File: config.mk
export PLATFORM = sky130hd
export DESIGN_NAME = recover_2n_sched
export DESIGN_NICKNAME = d
export VERILOG_FILES = /design/src/rtl/recover_2n_sched.sv
export SDC_FILE = /design/constraint.sdc
export NUM_CORES = 1
export LEC_CHECK = 0
export CORE_MARGIN = 2
export CORE_UTILIZATION = 38
export CTS_CLUSTER_DIAMETER = 50
export DETAILED_ROUTE_END_ITERATION = 8
export PLACE_DENSITY = 0.61
export SETUP_SLACK_MARGIN = 0.2
export SKIP_LAST_GASP = 1
export SYNTH_ARGS = -nofsm -noshare
export SYNTH_HDL_FRONTEND = slang
export SYNTH_SLANG_ARGS = --single-unit
export TNS_END_PERCENT = 5
File: constraint.sdc
create_clock -name clk -period 3 [get_ports clk]
set_input_delay 0.6 -clock clk [delete_from_list [all_inputs] [get_ports clk]]
set_output_delay 0.6 -clock clk [all_outputs]
set_load 0.01 [all_outputs]
File: src/rtl/recover_2n_sched.sv
// recover_2n_sched: issue sequencer for the 2N-point recovery butterfly stage.
// Walks one frame of column-pair beats, reads the pair buffer, feeds the
// fixed-latency recovery datapath, writes results back by returned index and
// flags out-of-order returns.
// Optional build macro RECOVER_2N_SCHED_STATS_EN adds stall_cycles/frame_cycles.
module recover_2n_sched #(
  parameter int IDX_W        = 11,
  parameter int RD_LAT       = 1,
  parameter int DP_LAT       = 7,
  parameter int MAX_INFLIGHT = 8
) (
  input  logic             clk,
  input  logic             rst,
  input  logic             start,
  input  logic [3:0]       len_log2,
  output logic             busy,
  output logic             done,
  output logic             err,
`ifdef RECOVER_2N_SCHED_STATS_EN
  output logic [15:0]      stall_cycles,
  output logic [15:0]      frame_cycles,
`endif
  input  logic             sink_stall,
  output logic             rd_en,
  output logic [IDX_W-1:0] rd_addr_col1,
  output logic [IDX_W-1:0] rd_addr_col2,
  output logic             dp_valid,
  output logic [IDX_W-1:0] dp_index_col1,
  output logic [IDX_W-1:0] dp_index_col2,
  input  logic             dp_ready,
  input  logic [IDX_W-1:0] dp_out_index_col1,
  input  logic [IDX_W-1:0] dp_out_index_col2,
  output logic             wr_en,
  output logic [IDX_W-1:0] wr_addr_col1,
  output logic [IDX_W-1:0] wr_addr_col2
);

  localparam int               INF_W   = 4;
  localparam logic [INF_W-1:0] MAX_INF = INF_W'(MAX_INFLIGHT);
  localparam logic [3:0]       LEN_MAX = 4'(IDX_W);

  // Datapath latency is a property of the partner block; it is only checked here.
  if (MAX_INFLIGHT < 1 || MAX_INFLIGHT > 15 || RD_LAT < 0 || DP_LAT < 1) begin : g_param_check
    $error("recover_2n_sched: parameter out of range");
  end

  typedef enum logic [1:0] {IDLE, ISSUE, DRAIN, DONE} state_t;

  state_t           state;
  logic [IDX_W-1:0] beats_q;
  logic [IDX_W-1:0] issue_cnt;
  logic [IDX_W-1:0] ret_cnt;
  logic [INF_W-1:0] inflight;

  logic len_ok;
  logic start_acc;
  logic can_issue;
  logic issue_now;
  logic ret_now;

  // Issue/return qualifiers shared by the FSM, the in-flight counter and stats.
  always_comb begin
    len_ok    = (len_log2 >= 4'd2) && (len_log2 <= LEN_MAX);
    start_acc = (state == IDLE) && start;
    can_issue = !sink_stall && (inflight < MAX_INF);
    issue_now = (start_acc && len_ok && !sink_stall) || ((state == ISSUE) && can_issue);
    ret_now   = dp_ready && busy;
  end

  // Beats between read strobe and datapath return; simultaneous issue and return cancel.
  always_ff @(posedge clk) begin
    if (rst) begin
      inflight <= '0;
    end else if (issue_now && !ret_now) begin
      inflight <= inflight + INF_W'(1);
    end else if (!issue_now && ret_now && (inflight != '0)) begin
      inflight <= inflight - INF_W'(1);
    end
  end

  // Frame sequencer with registered strobes, write-back and ordering check.
  always_ff @(posedge clk) begin
    if (rst) begin
      state        <= IDLE;
      busy         <= 1'b0;
      done         <= 1'b0;
      err          <= 1'b0;
      rd_en        <= 1'b0;
      rd_addr_col1 <= '0;
      rd_addr_col2 <= '0;
      wr_en        <= 1'b0;
      wr_addr_col1 <= '0;
      wr_addr_col2 <= '0;
      beats_q      <= '0;
      issue_cnt    <= '0;
      ret_cnt      <= '0;
    end else begin
      done  <= 1'b0;
      rd_en <= 1'b0;
      wr_en <= ret_now;

      if (ret_now) begin
        wr_addr_col1 <= dp_out_index_col1;
        wr_addr_col2 <= dp_out_index_col2;
        ret_cnt      <= ret_cnt + IDX_W'(1);
        if (dp_out_index_col1 != ret_cnt) begin
          err <= 1'b1;
        end
      end

      case (state)
        IDLE: begin
          if (start) begin
            ret_cnt <= '0;
            if (!len_ok) begin
              // Illegal length: flag it and finish immediately without issuing.
              err   <= 1'b1;
              done  <= 1'b1;
              state <= DONE;
            end else begin
              err     <= 1'b0;
              busy    <= 1'b1;
              beats_q <= IDX_W'(1) << (len_log2 - 4'd1);
              state   <= ISSUE;
              // Beat 0 goes out on the start edge so rd_en follows start by one cycle.
              if (!sink_stall) begin
                rd_en        <= 1'b1;
                rd_addr_col1 <= '0;
                rd_addr_col2 <= IDX_W'(1) << (len_log2 - 4'd1);
                issue_cnt    <= IDX_W'(1);
              end else begin
                issue_cnt    <= '0;
              end
            end
          end
        end

        ISSUE: begin
          if (can_issue) begin
            rd_en        <= 1'b1;
            rd_addr_col1 <= issue_cnt;
            rd_addr_col2 <= issue_cnt + beats_q;
            issue_cnt    <= issue_cnt + IDX_W'(1);
            if ((issue_cnt + IDX_W'(1)) == beats_q) begin
              state <= DRAIN;
            end
          end
        end

        DRAIN: begin
          if (ret_cnt == beats_q) begin
            done  <= 1'b1;
            busy  <= 1'b0;
            state <= DONE;
          end
        end

        DONE: begin
          state <= IDLE;
        end

        default: begin
          state <= IDLE;
        end
      endcase
    end
  end

  if (RD_LAT == 0) begin : g_rd_comb
    // Buffer data is available in the read cycle itself.
    always_comb begin
      dp_valid      = rd_en;
      dp_index_col1 = rd_addr_col1;
      dp_index_col2 = rd_addr_col2;
    end
  end else begin : g_rd_pipe
    logic [RD_LAT-1:0]            v_pipe;
    logic [RD_LAT-1:0][IDX_W-1:0] c1_pipe;
    logic [RD_LAT-1:0][IDX_W-1:0] c2_pipe;

    // Delay strobe and indices to line up with buffer data at the datapath inputs.
    always_ff @(posedge clk) begin
      if (rst) begin
        v_pipe  <= '0;
        c1_pipe <= '0;
        c2_pipe <= '0;
      end else begin
        v_pipe[0]  <= rd_en;
        c1_pipe[0] <= rd_addr_col1;
        c2_pipe[0] <= rd_addr_col2;
        for (int unsigned i = 1; i < RD_LAT; i++) begin
          v_pipe[i]  <= v_pipe[i-1];
          c1_pipe[i] <= c1_pipe[i-1];
          c2_pipe[i] <= c2_pipe[i-1];
        end
      end
    end

    assign dp_valid      = v_pipe[RD_LAT-1];
    assign dp_index_col1 = c1_pipe[RD_LAT-1];
    assign dp_index_col2 = c2_pipe[RD_LAT-1];
  end

`ifdef RECOVER_2N_SCHED_STATS_EN
  // Saturating frame statistics, cleared on accepted start and held after done.
  always_ff @(posedge clk) begin
    if (rst || start_acc) begin
      stall_cycles <= '0;
      frame_cycles <= '0;
    end else begin
      if (busy && (frame_cycles != '1)) begin
        frame_cycles <= frame_cycles + 16'd1;
      end
      if ((state == ISSUE) && !can_issue && (stall_cycles != '1)) begin
        stall_cycles <= stall_cycles + 16'd1;
      end
    end
  end
`endif

endmodule

==> key figures <==
Flow run
  • Maxcap violations: 0

Worst setup path
  • Worst Path Max Fanout: 8
  • CP arrival: 2.93 ns
  • WP data required: 3.24 ns
  • Critical path startpoint category: primary input
  • Critical path endpoint category: flip-flop
  • Crit path kind: primary input to flip-flop

STA
  • Relative slew slack: 45.0%
  • Total Neg Setup Slack: 0 ns
  • F_max: 372 MHz
  • Clock period minus worst slack: 2.69 ns
  • Fin Clk Skew: 0.00589 ns
  • RSZ-0062 raised after global routing: true
  • Fin crit share: 89.6%
  • Final setup viols: 0
  • Final hold vios: 0
  • Hold Slack: 0.457 ns
  • Final slew viol count: 0
  • Worst Tran Pin Value: 0.825 ns

Routing
  • Antenna Violating Nets Remaining: 0
  • Drt pass-1 iters: 5
  • DR vias/cell: 5.27
  • DR WL/cell: 15.0 um
  • Routed WL: 14.1 mm
  • Initial DRC count: 311
  • Post-route DRC: 0
  • Via count: 4947

Synth
  • Yosys top cell by area: dfxtp_1
  • Number of distinct library cells after synthesis: 57
  • Ys Warns: 0
  • List of most frequent post-synthesis cells: dfxtp_1, nand2_1, a21oi_1, nor2_1
  • Syn Std Cell Area: 0.00543 mm2
  • EDFF count, synth: 0
  • Top_reg_cell synth: dfxtp_1
  • Register area share after synthesis: 40.9%
  • Count leader, synth: dfxtp_1
  • Synth area leaders: dfxtp_1, a21oi_1, nand2_1
  • Post-Syn Area per Cell: 8.23 um2
  • Cell count after synthesis: 660
  • Syn Nets: 711
  • Async set-reset flop share out of synthesis: 0%
  • Top cell type's share of synthesized area: 40.9%
  • Yosys reg bits: 111

Placement
  • Dpl hpwl: 10.3 mm
  • PortBufs: 102
  • GP Congestion: 0.863

Layout
  • # fillers: 1337
  • Register Area: 0.00222 mm2
  • Ant. Diodes: 0
  • Area delta synth->final: 29.3%
  • Layout cells sized above 1: 6.86%
  • Fin util: 50.4%
  • Layout Nets: 805
  • Footprint of the multi-input gates: 0.00296 mm2

Clock tree
  • Sinks on Clock Net: 111
  • CTS Buf Count: 9
  • # H-tree levels: 3
  • CTS clk-pin slew, worst paths: 0.07 ns
  • Max Buffers Root-to-Sink: 2
  • Clk_lat worst skew: 0.36 ns
  • CTS root buffer: clkbuf_16
  • CTS tree: done

Global route
  • Tot GR Track Use: 19.1%
  • Grt total ovfl: 0
  • First-pass GRT wire length: 22.8 mm
  • Initial antenna violation count: 0
  • Vias in the first global route: 4481
  • Largest net degree at the start of global routing: 81

Hold path
  • Hold Path Class: flip-flop to flip-flop

Die
  • Die H: 124 um
  • Core Region: 0.0139 mm2
  • IO Count: 103
  • Cell Rows: 43
  • Starting Density: 39.0%
  • Die width: 124 um
  • Die area: 0.0153 mm2

Power
  • Total power: 4.35 mW
  • VDD IR-drop max: 0.307 mV
  • Lkg Pwr: 2.62 nW
  • Pwr dens: 620 mW/mm2

Outcome
  • Status: finished, final reports clean
[cell usage in the layout, fill, tap and decap left out, drive strengths merged, types with 11 or more instances in the layout]
| master | instances |
|---|---|
| nor2 | 53 |
| ha | 18 |
| dfxtp | 111 |
| xor2 | 32 |
| nor3 | 32 |
| nand2 | 84 |
| clkdlybuf4s50 | 101 |
| nand3 | 25 |
| nor4 | 16 |
| xnor2 | 17 |
| a211oi | 12 |
| buf | 29 |
| nor2b | 27 |
| o21ai | 22 |
| a21oi | 69 |
| inv | 11 |
[where the power goes]
group	switching, mW	internal [mW]
clock network	0.538	0.836
registers	0.0990	1.61
logic	0.714	0.560
[routing by layer]
metal	vias to the layer above	wire length, um	GRT usage (%)
li1	2495	-	-
met5	-	0	0
met2	126	6330	28.1
met1	2308	6750	27.0
met4	0	238	5.82
met3	18	792	5.45
[timing repair]
action	in CTS	in global routing
endpoints found under the hold margin	0	0
gates resized for setup	0	3
setup endpoints to repair	0	4
hold buffers	0	0
buffers inserted	0	0
[state kept, by name, indices dropped and copies added (netlist names), 2 cells and up]
| name | count |
|---|---|
| ret_cnt | 11 |
| wr_addr_col1 | 11 |
| issue_cnt | 11 |
| state | 2 |
| wr_addr_col2 | 11 |
| inflight | 4 |
| rd_addr_col1 | 11 |
| rd_addr_col2 | 11 |
| beats_q | 11 |
| dp_index_col1 | 11 |
| dp_index_col2 | 11 |
[logic make-up after synthesis]
logic type               synth area share (%)
AO/OA/AOI/OAI                            16.5
XOR/XNOR                                 7.90
adder cells (fa/ha/maj)                  4.88
buffers and inverters                    4.86
flip-flops                               40.9
multiplexers                            0.553
AND/OR/NAND/NOR                          24.4
[layout make-up]
type | instances | area share (%)
sequential | 111 | 31.6
timing repair buffer | 130 | 17.5
tap | 180 | 3.21
multi-input combinational | 491 | 42.2
clock inverter | 5 | 1.48
clock buffer | 10 | 3.40
inverter | 11 | 0.641
[path summary, 6_finish.rpt]
check | startpoint | to | slack, ns | depth (start not counted)
setup / recovery | len_log2[3] | inflight[3]$_SDFFE_PP0P_ | 0.31 | 11
hold / removal | wr_addr_col1[2]$_SDFFE_PP0P_ | wr_addr_col1[2]$_SDFFE_PP0P_ | 0.46 | 2
setup reg to reg | beats_q[0]$_SDFFE_PP0P_ | rd_addr_col2[10]$_SDFFE_PP0P_ | 0.40 | 9
hold reg to reg | wr_addr_col1[2]$_SDFFE_PP0P_ | wr_addr_col1[2]$_SDFFE_PP0P_ | 0.46 | 2
[stage by stage]
stage          worst slack [ns]  std cells  instance area (um2)
2_1_floorplan             0.204        660                 5430
3_3_place_gp             -0.146        923                 6660
3_5_place_dp             -0.127        923                 6660
4_1_cts                   0.253        938                 7010
5_1_grt                   0.155        938                 7030
6_report                  0.313        938                 7030
[worst max-delay path: stages]
cell,delay (ns)
clkdlybuf4s50_1,0.42
buf_4,0.17
nand2_1,0.14
a41oi_2,0.18
or3_1,0.37
buf_4,0.17
ha_1,0.29
a21oi_1,0.16
mux2i_1,0.23
xnor2_1,0.13
nor2_1,0.05
No activity file was read; power rests on OpenSTA's default activity.
